[config.mk]
export PLATFORM = sky130hd
export DESIGN_NAME = seg_display_scan
export DESIGN_NICKNAME = d
export VERILOG_FILES = /design/src/rtl/seg_display_pkg.sv /design/src/rtl/seg_display_scan_hex_to_7seg.sv /design/src/rtl/seg_display_scan.sv
export SDC_FILE = /design/constraint.sdc
export NUM_CORES = 1
export LEC_CHECK = 0
export CORE_ASPECT_RATIO = 1.25
export CORE_MARGIN = 8
export CORE_UTILIZATION = 49
export DETAILED_ROUTE_END_ITERATION = 6
export PLACE_DENSITY = 0.84
export REMOVE_ABC_BUFFERS = 1
export SLEW_MARGIN = 20
export SYNTH_ARGS = -nofsm -noshare
export SYNTH_HDL_FRONTEND = slang
export SYNTH_HIERARCHICAL = 1
export SYNTH_SLANG_ARGS = --single-unit
[constraint.sdc]
create_clock -name clk_in -period 2.1 [get_ports clk_in]
set_input_delay 0.21 -clock clk_in [delete_from_list [all_inputs] [get_ports clk_in]]
set_output_delay 0.21 -clock clk_in [all_outputs]
set_load 0.005 [all_outputs]
[src/rtl/seg_display_pkg.sv]
// Shared types and constants for the multiplexed 7-segment scan driver.
package seg_display_pkg;

  typedef enum logic [1:0] {
    IDLE  = 2'd0,
    BLANK = 2'd1,
    DRIVE = 2'd2
  } state_t;

  // All segments off (segments are active-low, ordered {g,f,e,d,c,b,a}).
  localparam logic [6:0] SEG_BLANK = 7'h7F;

  // Hex nibble to active-low segment pattern.
  function automatic logic [6:0] hex_to_seg(input logic [3:0] nib);
    logic [6:0] s;
    case (nib)
      4'h0:    s = 7'b1000000;
      4'h1:    s = 7'b1111001;
      4'h2:    s = 7'b0100100;
      4'h3:    s = 7'b0110000;
      4'h4:    s = 7'b0011001;
      4'h5:    s = 7'b0010010;
      4'h6:    s = 7'b0000010;
      4'h7:    s = 7'b1111000;
      4'h8:    s = 7'b0000000;
      4'h9:    s = 7'b0010000;
      4'hA:    s = 7'b0001000;
      4'hB:    s = 7'b0000011;
      4'hC:    s = 7'b1000110;
      4'hD:    s = 7'b0100001;
      4'hE:    s = 7'b0000110;
      default: s = 7'b0001110;
    endcase
    return s;
  endfunction

endpackage

[src/rtl/seg_display_scan_hex_to_7seg.sv]
// Combinational nibble to active-low 7-segment decoder.
module hex_to_7seg
  import seg_display_pkg::*;
(
  input  logic [3:0] nibble,
  output logic [6:0] seg
);

  assign seg = hex_to_seg(nibble);

endmodule

[src/rtl/seg_display_scan.sv]
// Multiplexed 7-segment scan driver: walks NUM_DIGITS common-anode digits,
// one digit per rising edge of the (asynchronous) scan square wave, with a
// dark gap of BLANK_CYCLES clocks before each digit to stop ghosting.
//
// load is a single-cycle strobe with no back-pressure: whenever load is high
// at a clock edge, value/dp are captured into the shadow register, in every
// state. The shadow only reaches the displayed copy at the start of a full
// sweep (wrap to digit 0, or leaving IDLE), so a sweep never mixes two values;
// a load on that very edge is forwarded straight into the displayed copy.
module seg_display_scan
  import seg_display_pkg::*;
#(
  parameter  int NUM_DIGITS   = 4,
  parameter  int BLANK_CYCLES = 16,
  parameter  int LZ_BLANK     = 1,
  localparam int IDX_W        = $clog2(NUM_DIGITS),
  localparam int VAL_W        = 4 * NUM_DIGITS
) (
  input  logic                  clk_in,
  input  logic                  rst_n,
  input  logic                  scan_in,
  input  logic                  enable,
  input  logic                  load,
  input  logic [VAL_W-1:0]      value,
  input  logic [NUM_DIGITS-1:0] dp,
  output logic [NUM_DIGITS-1:0] an,
  output logic [6:0]            seg,
  output logic                  dp_n,
  output logic [IDX_W-1:0]      digit_idx,
  output logic [1:0]            state_dbg
);

  localparam int CNT_W = $clog2(BLANK_CYCLES + 1);

  logic                  scan_s1, scan_s2, scan_s3;
  logic                  scan_edge;
  state_t                state;
  logic [CNT_W-1:0]      blank_cnt;
  logic [VAL_W-1:0]      shadow_val, disp_val, next_disp_val, upper_val;
  logic [NUM_DIGITS-1:0] shadow_dp, disp_dp, next_disp_dp;
  logic                  last_digit, lz_hide;
  logic [IDX_W-1:0]      idx_inc;
  logic [3:0]            cur_nib;
  logic [6:0]            dec_seg, drive_seg;
  logic [NUM_DIGITS-1:0] drive_an;

  // Two-stage synchroniser plus one delay stage for rising-edge detection.
  always_ff @(posedge clk_in or negedge rst_n) begin
    if (!rst_n) begin
      scan_s1 <= 1'b0;
      scan_s2 <= 1'b0;
      scan_s3 <= 1'b0;
    end else begin
      scan_s1 <= scan_in;
      scan_s2 <= scan_s1;
      scan_s3 <= scan_s2;
    end
  end

  assign scan_edge = scan_s2 & ~scan_s3;

  // A load on the sweep-start edge bypasses the shadow.
  assign next_disp_val = load ? value : shadow_val;
  assign next_disp_dp  = load ? dp    : shadow_dp;

  assign last_digit = (digit_idx == IDX_W'(NUM_DIGITS - 1));
  assign idx_inc    = last_digit ? '0 : digit_idx + IDX_W'(1);

  // Current digit's nibble and everything above it (for leading-zero test).
  assign cur_nib   = disp_val[{digit_idx, 2'b00} +: 4];
  assign upper_val = disp_val >> {digit_idx, 2'b00};
  assign lz_hide   = (LZ_BLANK != 0) && (digit_idx != '0) && (upper_val == '0);

  hex_to_7seg u_dec (
    .nibble (cur_nib),
    .seg    (dec_seg)
  );

  assign drive_seg = lz_hide ? SEG_BLANK : dec_seg;
  assign drive_an  = ~(NUM_DIGITS'(1) << digit_idx);

  // Shadow register: captures every load strobe.
  always_ff @(posedge clk_in or negedge rst_n) begin
    if (!rst_n) begin
      shadow_val <= '0;
      shadow_dp  <= '0;
    end else if (load) begin
      shadow_val <= value;
      shadow_dp  <= dp;
    end
  end

  // Scan FSM: blank timing, digit index, displayed copy and registered pins.
  always_ff @(posedge clk_in or negedge rst_n) begin
    if (!rst_n) begin
      state     <= IDLE;
      blank_cnt <= '0;
      digit_idx <= '0;
      disp_val  <= '0;
      disp_dp   <= '0;
      an        <= '1;
      seg       <= SEG_BLANK;
      dp_n      <= 1'b1;
    end else if (!enable) begin
      state     <= IDLE;
      blank_cnt <= '0;
      digit_idx <= '0;
      an        <= '1;
      seg       <= SEG_BLANK;
      dp_n      <= 1'b1;
    end else begin
      case (state)
        IDLE: begin
          an   <= '1;
          seg  <= SEG_BLANK;
          dp_n <= 1'b1;
          if (scan_edge) begin
            state     <= BLANK;
            blank_cnt <= '0;
            digit_idx <= '0;
            disp_val  <= next_disp_val;
            disp_dp   <= next_disp_dp;
          end
        end
        BLANK: begin
          if (blank_cnt == CNT_W'(BLANK_CYCLES - 1)) begin
            state <= DRIVE;
            an    <= drive_an;
            seg   <= drive_seg;
            dp_n  <= ~disp_dp[digit_idx];
          end else begin
            blank_cnt <= blank_cnt + CNT_W'(1);
          end
        end
        DRIVE: begin
          if (scan_edge) begin
            state     <= BLANK;
            blank_cnt <= '0;
            digit_idx <= idx_inc;
            an        <= '1;
            seg       <= SEG_BLANK;
            dp_n      <= 1'b1;
            if (last_digit) begin
              disp_val <= next_disp_val;
              disp_dp  <= next_disp_dp;
            end
          end
        end
        default: state <= IDLE;
      endcase
    end
  end

  assign state_dbg = state;

endmodule

# Word-level counts from Yosys, hierarchy flattened
# Memory sizes are Yosys's and may differ from the RTL's.
# Index checks and enable logic that the tools add are counted.
# op_classes
n_div	0
add_sub_neg	2
n_shift	3
eq_ne	15
n_bitwise	4
order_cmp	1
n_mul	0
mux	38
reduce_logical	11
# ops
operator	count
two-way mux 16 bit	4
one-hot mux 16 bit (2 select lines)	1
two-way mux 4 bit	7
two-way mux 7 bit	4
one-hot mux 7 bit (3 select lines)	1
zero test 16 bit	1
indexed part select 16 x 5 -> 4 bit	1
>> shifter 16 x 4 -> 16 bit	1
two-way mux 5 bit	3
two-way mux 2 bit	7
!= test 3 bit, second input constant	4
one-hot mux 4 bit (3 select lines)	1
one-hot mux 5 bit (2 select lines)	1
AND reduction 3 bit	3
one-hot mux 2 bit (2 select lines)	2
one-hot mux 4 bit (2 select lines)	1
!= test 2 bit, second input constant	3
!= test 3 x 2 -> 1 bit, second input constant	2
adder 5 x 1 -> 5 bit, second input constant	1
equality test 5 x 4 -> 1 bit, second input constant	1
AND reduction 5 bit	1
equality test 2 bit, second input constant	2
two-way mux 1 bit	4
!= test 4 x 1 -> 1 bit, second input constant	1
15 further kinds	17
# word_totals
latchBits	0
ramBits	0
out_inout_bits	16
romBits	112
mem_count	1
in_bits	25
regBits	64
wordCells	88
# memory_table
memory	depth	width	read_ports	rd_clocked_by_memory_dff	write_ports	line	source
(name not given)	16	7	1	0	0	seg_display_pkg.sv:16	case (nib)

# Depth between registers and ports, before layout
# depth
depth_word	7
mapped_depth	9
depth_no_buf	8

# Modules after synthesis
# The synthesis kept the hierarchy.
# modules_own_cells
module	cells_per_inst	area_each_um2	instances	seq_area_each_um2
seg_display_scan	192	2728.9	1	1616.6
hex_to_7seg	32	275.3	1	0.0

# Worst setup path after synthesis
# OpenSTA, ideal clock, no wires.
# synth_path
path_type	register to register
startpoint	reg digit_idx[0]
endpoint	reg seg[0]
synth_period_minus_slack_ns	2.318
stages_incl_launch_ff	10
setup_time_ns	0.075
arrival_time_ns	2.242
required_time_ns	2.025
setup_slack_ns	-0.218
path_buffers	1
path_cell_list	dfrtp_1 -> buf_6 -> mux4_2 -> inv_1 -> ha_1 -> and2b_2 -> or3b_1 -> o21ai_0 -> nor2_1 -> a2bb2oi_1
# synth_via
elab_cells_between_ends	10
cone_classes	shift: 2; mux: 4; reduce/logical: 3; memory: 1
# synth_lines
item	line	source
start, declared	seg_display_scan.sv:29	output logic [IDX_W-1:0] digit_idx,
start signal, assigned	seg_display_scan.sv:139	digit_idx <= idx_inc;
indexed part select 16 x 5 -> 4 bit	seg_display_scan.sv:70	assign cur_nib = disp_val[{digit_idx, 2'b00} +: 4];
via cur_nib[1]	seg_display_scan.sv:43	logic [3:0] cur_nib;
memory (16 x 7 bit)	-	
via dec_seg[0]	seg_display_scan.sv:44	logic [6:0] dec_seg, drive_seg;
two-way mux 7 bit	seg_display_scan.sv:79	assign drive_seg = lz_hide ? SEG_BLANK : dec_seg;
two-way mux 7 bit	seg_display_scan.sv:126	if (blank_cnt == CNT_W'(BLANK_CYCLES - 1)) begin
one-hot mux 7 bit (3 select lines)	seg_display_scan.sv:112	case (state)
two-way mux 7 bit	seg_display_scan.sv:104	end else if (!enable) begin
end signal, assigned	seg_display_scan.sv:129	seg <= drive_seg;
end, declared	seg_display_scan.sv:27	output logic [6:0] seg,
# The timed path passes the listed nets, and every way through them passes these cells. The select of a mux whose other input is x is not followed.
# A chain may end at the register's enable or synchronous reset.

# Worst setup path after layout
# layout_path
startpoint	reg disp_val[12]
endpoint	reg seg[0]
# layout_via
elab_chain_cells	7
elab_cells_between_ends	9
cone_classes	shift: 2; mux: 4; reduce/logical: 2; memory: 1
# layout_rtl
item	line	source
start, declared	seg_display_scan.sv:39	logic [VAL_W-1:0] shadow_val, disp_val, next_disp_val, upper_val;
start signal, assigned	seg_display_scan.sv:121	disp_val <= next_disp_val;
start signal, assigned	seg_display_scan.sv:144	disp_val <= next_disp_val;
branches (longest 3 deep; another with memory (16 x 7 bit))	-	
two-way mux 7 bit (*)	seg_display_scan.sv:79	
two-way mux 7 bit (*)	seg_display_scan.sv:126	
one-hot mux 7 bit (3 select lines) (*)	seg_display_scan.sv:112	
two-way mux 7 bit (*)	seg_display_scan.sv:104	
# Every way passes the cells marked *. The select of a mux whose other input is x is not followed.

==> impl_results.md <==
* Vias in the first global route at 2230
* Relative slew margins at 75.2%
* Warnings from Yosys at 6
* Routed Antenna Nets at 0
* DRT Wirelength at 6280 um
* Synth Area in Simple Gates at 7.83%
* Dpl cells at 359
* Largest family of logic cells by synthesized area: multiplexers
* Area Overhead vs Synth at 30.8%
* Max-cap violations at 0
* Initial antenna violation count at 0
* Width of the die at 86.0 um
* Synth Area in Compound Gates at 7.54%
* Logic pwr share at 23.3%
* IO Pins at 41
* Multi-input logic area at 1380 um2
* Leak pwr at 1.63 nW
* Initial core utilization at 49.7%
* Htree depth at 3
* Hold Startpoint: scan_in
* Total CTS buffers at 9
* Largest net degree at the start of global routing at 65
* Most frequent cells in the layout: dfrtp_1, mux2_2, clkdlybuf4s50_1
* WS Path Type: reg -> reg
* RSZ-0062 raised after global routing: yes
* Die ar. at 8910 um2
* Final Non-Filler Cells at 380
* Worst R2R Setup Slack at -60 ps
* Design Area, Final at 3930 um2
* Final setup TNS at -313 ps
* RePlAce Congestion at 0.855
* DP Wirelength at 4460 um
* Core area at 6050 um2
* Mapped cell area at 3000 um2
* Worst VDD drop at 0.422 mV
* First-pass GRT wire length at 10500 um
* Flop pwr share at 46.4%
* Wire per inst at 16.5 um
* Hold Path End: scan_s1
* CP Max Fanout at 7
* Fin crit share at 103%
* Crit path from: disp_val[12]
* Fin nets at 328
* Part of the power in the clock network at 30.3%
* Root buf cell: clkbuf_8
* Adder-cell share of the synthesized area at 5.41%
* Net Switching at 0.000858 W
* CTS tree: done
* Dominant cell type by area after synthesis: dfrtp_1
* Row cnt at 32
* # diodes at 0
* Post-DP Area at 3630 um2
* CTS sink count at 64
* Synth area leaders: dfrtp_1, mux2_2, dfstp_2, ha_1, mux4_2
* Worst Hold Class: in -> reg
* Worst skew pair latency at 340 ps
* #FFs+latches synth at 64
* Final setup violating endpoints at 7
* Most used DFF post-synth: dfrtp_1
* Failing checks: setup timing
* Data required, critical path at 2380 ps
* RR Startpoint: disp_val[12]
* DRT iter0 DRCs at 119
* DRT Pass-1 Iters at 4
* Fillers at 442
* Outcome: finished with violations
* Fin. max-slew vios at 0
* Post-synth EDFFs at 0
* Hold Slack at 309 ps
* Gr ovfl total at 0
* CTS max path bufs at 2
* Hold Path Cell Cnt at 1
* Worst setup SP type: flip-flop
* DRC at 0
* Worst Path Arrival at 2440 ps
* Via count at 2001
* Leading cell type in the layout, fill and taps excluded: dfrtp_1
* Count of unique library cells instantiated by Yosys at 37
* Multiplexer share of the synthesized area at 22.0%
* Max Freq at 463 MHz
* Mapped Cells at 224
* Reg clk slew, reported paths at 70 ps
* I/O Buffers at 40
* Hold violation count in the final report at 0
* Storage cell area at 1620 um2
* Reg-to-reg endpoint: seg[0]
* Setup WS post-layout at -57.6 ps
* Pwr per Cell Area at 812 nW/um2
* Chip height at 104 um
* Synth top area share at 43.3%
* Mean number of vias per cell at 5.27
* Sw Share at 26.9%
* Ys async rst share at 100%
* Gr usage total at 15.0%
* R2R depth at 4
* Tmin final at 2160 ps
* Share of cells above drive strength 1 at 39.7%
* Post-synthesis sequential area ratio at 53.8%
* Pint at 0.00233 W
* Syn_area_per_cell at 13.4 um2
* Element type at the critical path end: flip-flop
* Clock Skew at 6.23 ps
* Synth Area in XOR/XNOR at 0.583%
* Tightest Pin Transition at 367 ps
==> metrics by stage <==
step	total power, W	utilization [%]	setup slack [ps]
3_5_place_dp	0.00216	60.0	-105
4_1_cts	0.00317	63.9	-29.3
6_report	0.00319	65.0	-57.6
2_1_floorplan	0.00188	-	-316
3_3_place_gp	0.00212	60.0	-37.8
5_1_grt	0.00334	65.0	-116
==> layer usage <==
| metal | wire length [um] | GRT usage [%] |
|---|---|---|
| met5 | 0 | 0 |
| met2 | 3330 | 24.8 |
| met3 | 206 | 2.45 |
| met4 | 177 | 10.8 |
| met1 | 2560 | 17.0 |
==> worst max-delay path by stage <==
stage          endpoint  depth (start not counted)  slack [ps]
2_1_floorplan    seg[0]                          8        -320
3_3_place_gp     seg[0]                          8         -40
3_5_place_dp     seg[0]                          8        -100
4_1_cts          seg[0]                          8         -30
5_1_grt          seg[0]                          8        -120
6_report         seg[0]                          4         -60
==> layout make-up <==
class                           count  area share, %
Clock inverter                      2          0.318
Clock buffer                       14           4.39
Inverter                            8          0.764
Tap cell                           85           2.71
Sequential cell                    64           41.2
Timing Repair Buffer               65           15.5
Multi-Input combinational cell    142           35.1
==> state kept, by name (all words and copies together) (netlist names) <==
register and count:
shadow_dp 4, scan_s2 1, disp_dp 4, shadow_val 16, blank_cnt 5, dp_n 1
disp_val 16, scan_s3 1, seg 7, digit_idx 2, scan_s1 1, an 4
state_dbg 2
==> cells in the mapped netlist (all sizes together), types with 2 or more instances <==
cell and number:
nand2 7, nor3b 2, dfstp 12, mux4 6, mux2i 5, and3 2, xor2 2, o21ai 2
nand3 4, nor2b 6, a2111o 2, dfrtp 52, nor2 16, clkbuf 7, a22o 3, a21boi 2
a21oi 3, buf 3, or3b 2, a2bb2oi 11, inv 8, nor4 2, mux2 42, ha 13
==> power groups by stage <==
stage	Combinational, W	Clock (W)	Sequential, W
2_1_floorplan	0.000416	0	0.00146
3_3_place_gp	0.000632	0	0.00149
3_5_place_dp	0.000657	0	0.00150
4_1_cts	0.000700	0.000987	0.00148
5_1_grt	0.000805	0.00104	0.00150
6_report	0.000743	0.000967	0.00148
==> kinds of logic (layout without fill, tap and decap cells) <==
group | Yosys count | after routing
compound gates | 28 | 28
xor+xnor | 2 | 2
flops | 64 | 64
simple gates | 46 | 46
buf+inv | 18 | 89
mux | 53 | 53
fa+ha+maj | 13 | 13
==> what timing repair did <==
action                     4_1_cts  5_1_grt
hold buffers                     1        0
hold endpoints to repair        52        0
pin swaps                        8       10
resized for setup                8       12
buffers inserted                 2        2
setup endpoints to repair        7        7
==> worst max-delay path, stage by stage (launching register included) <==
cell and delay (ps):
dfrtp_1 420, or4_4 520, a2111o_1 420, a2111o_2 570
a2bb2oi_2 170
Power figures use the tool's default switching activity.
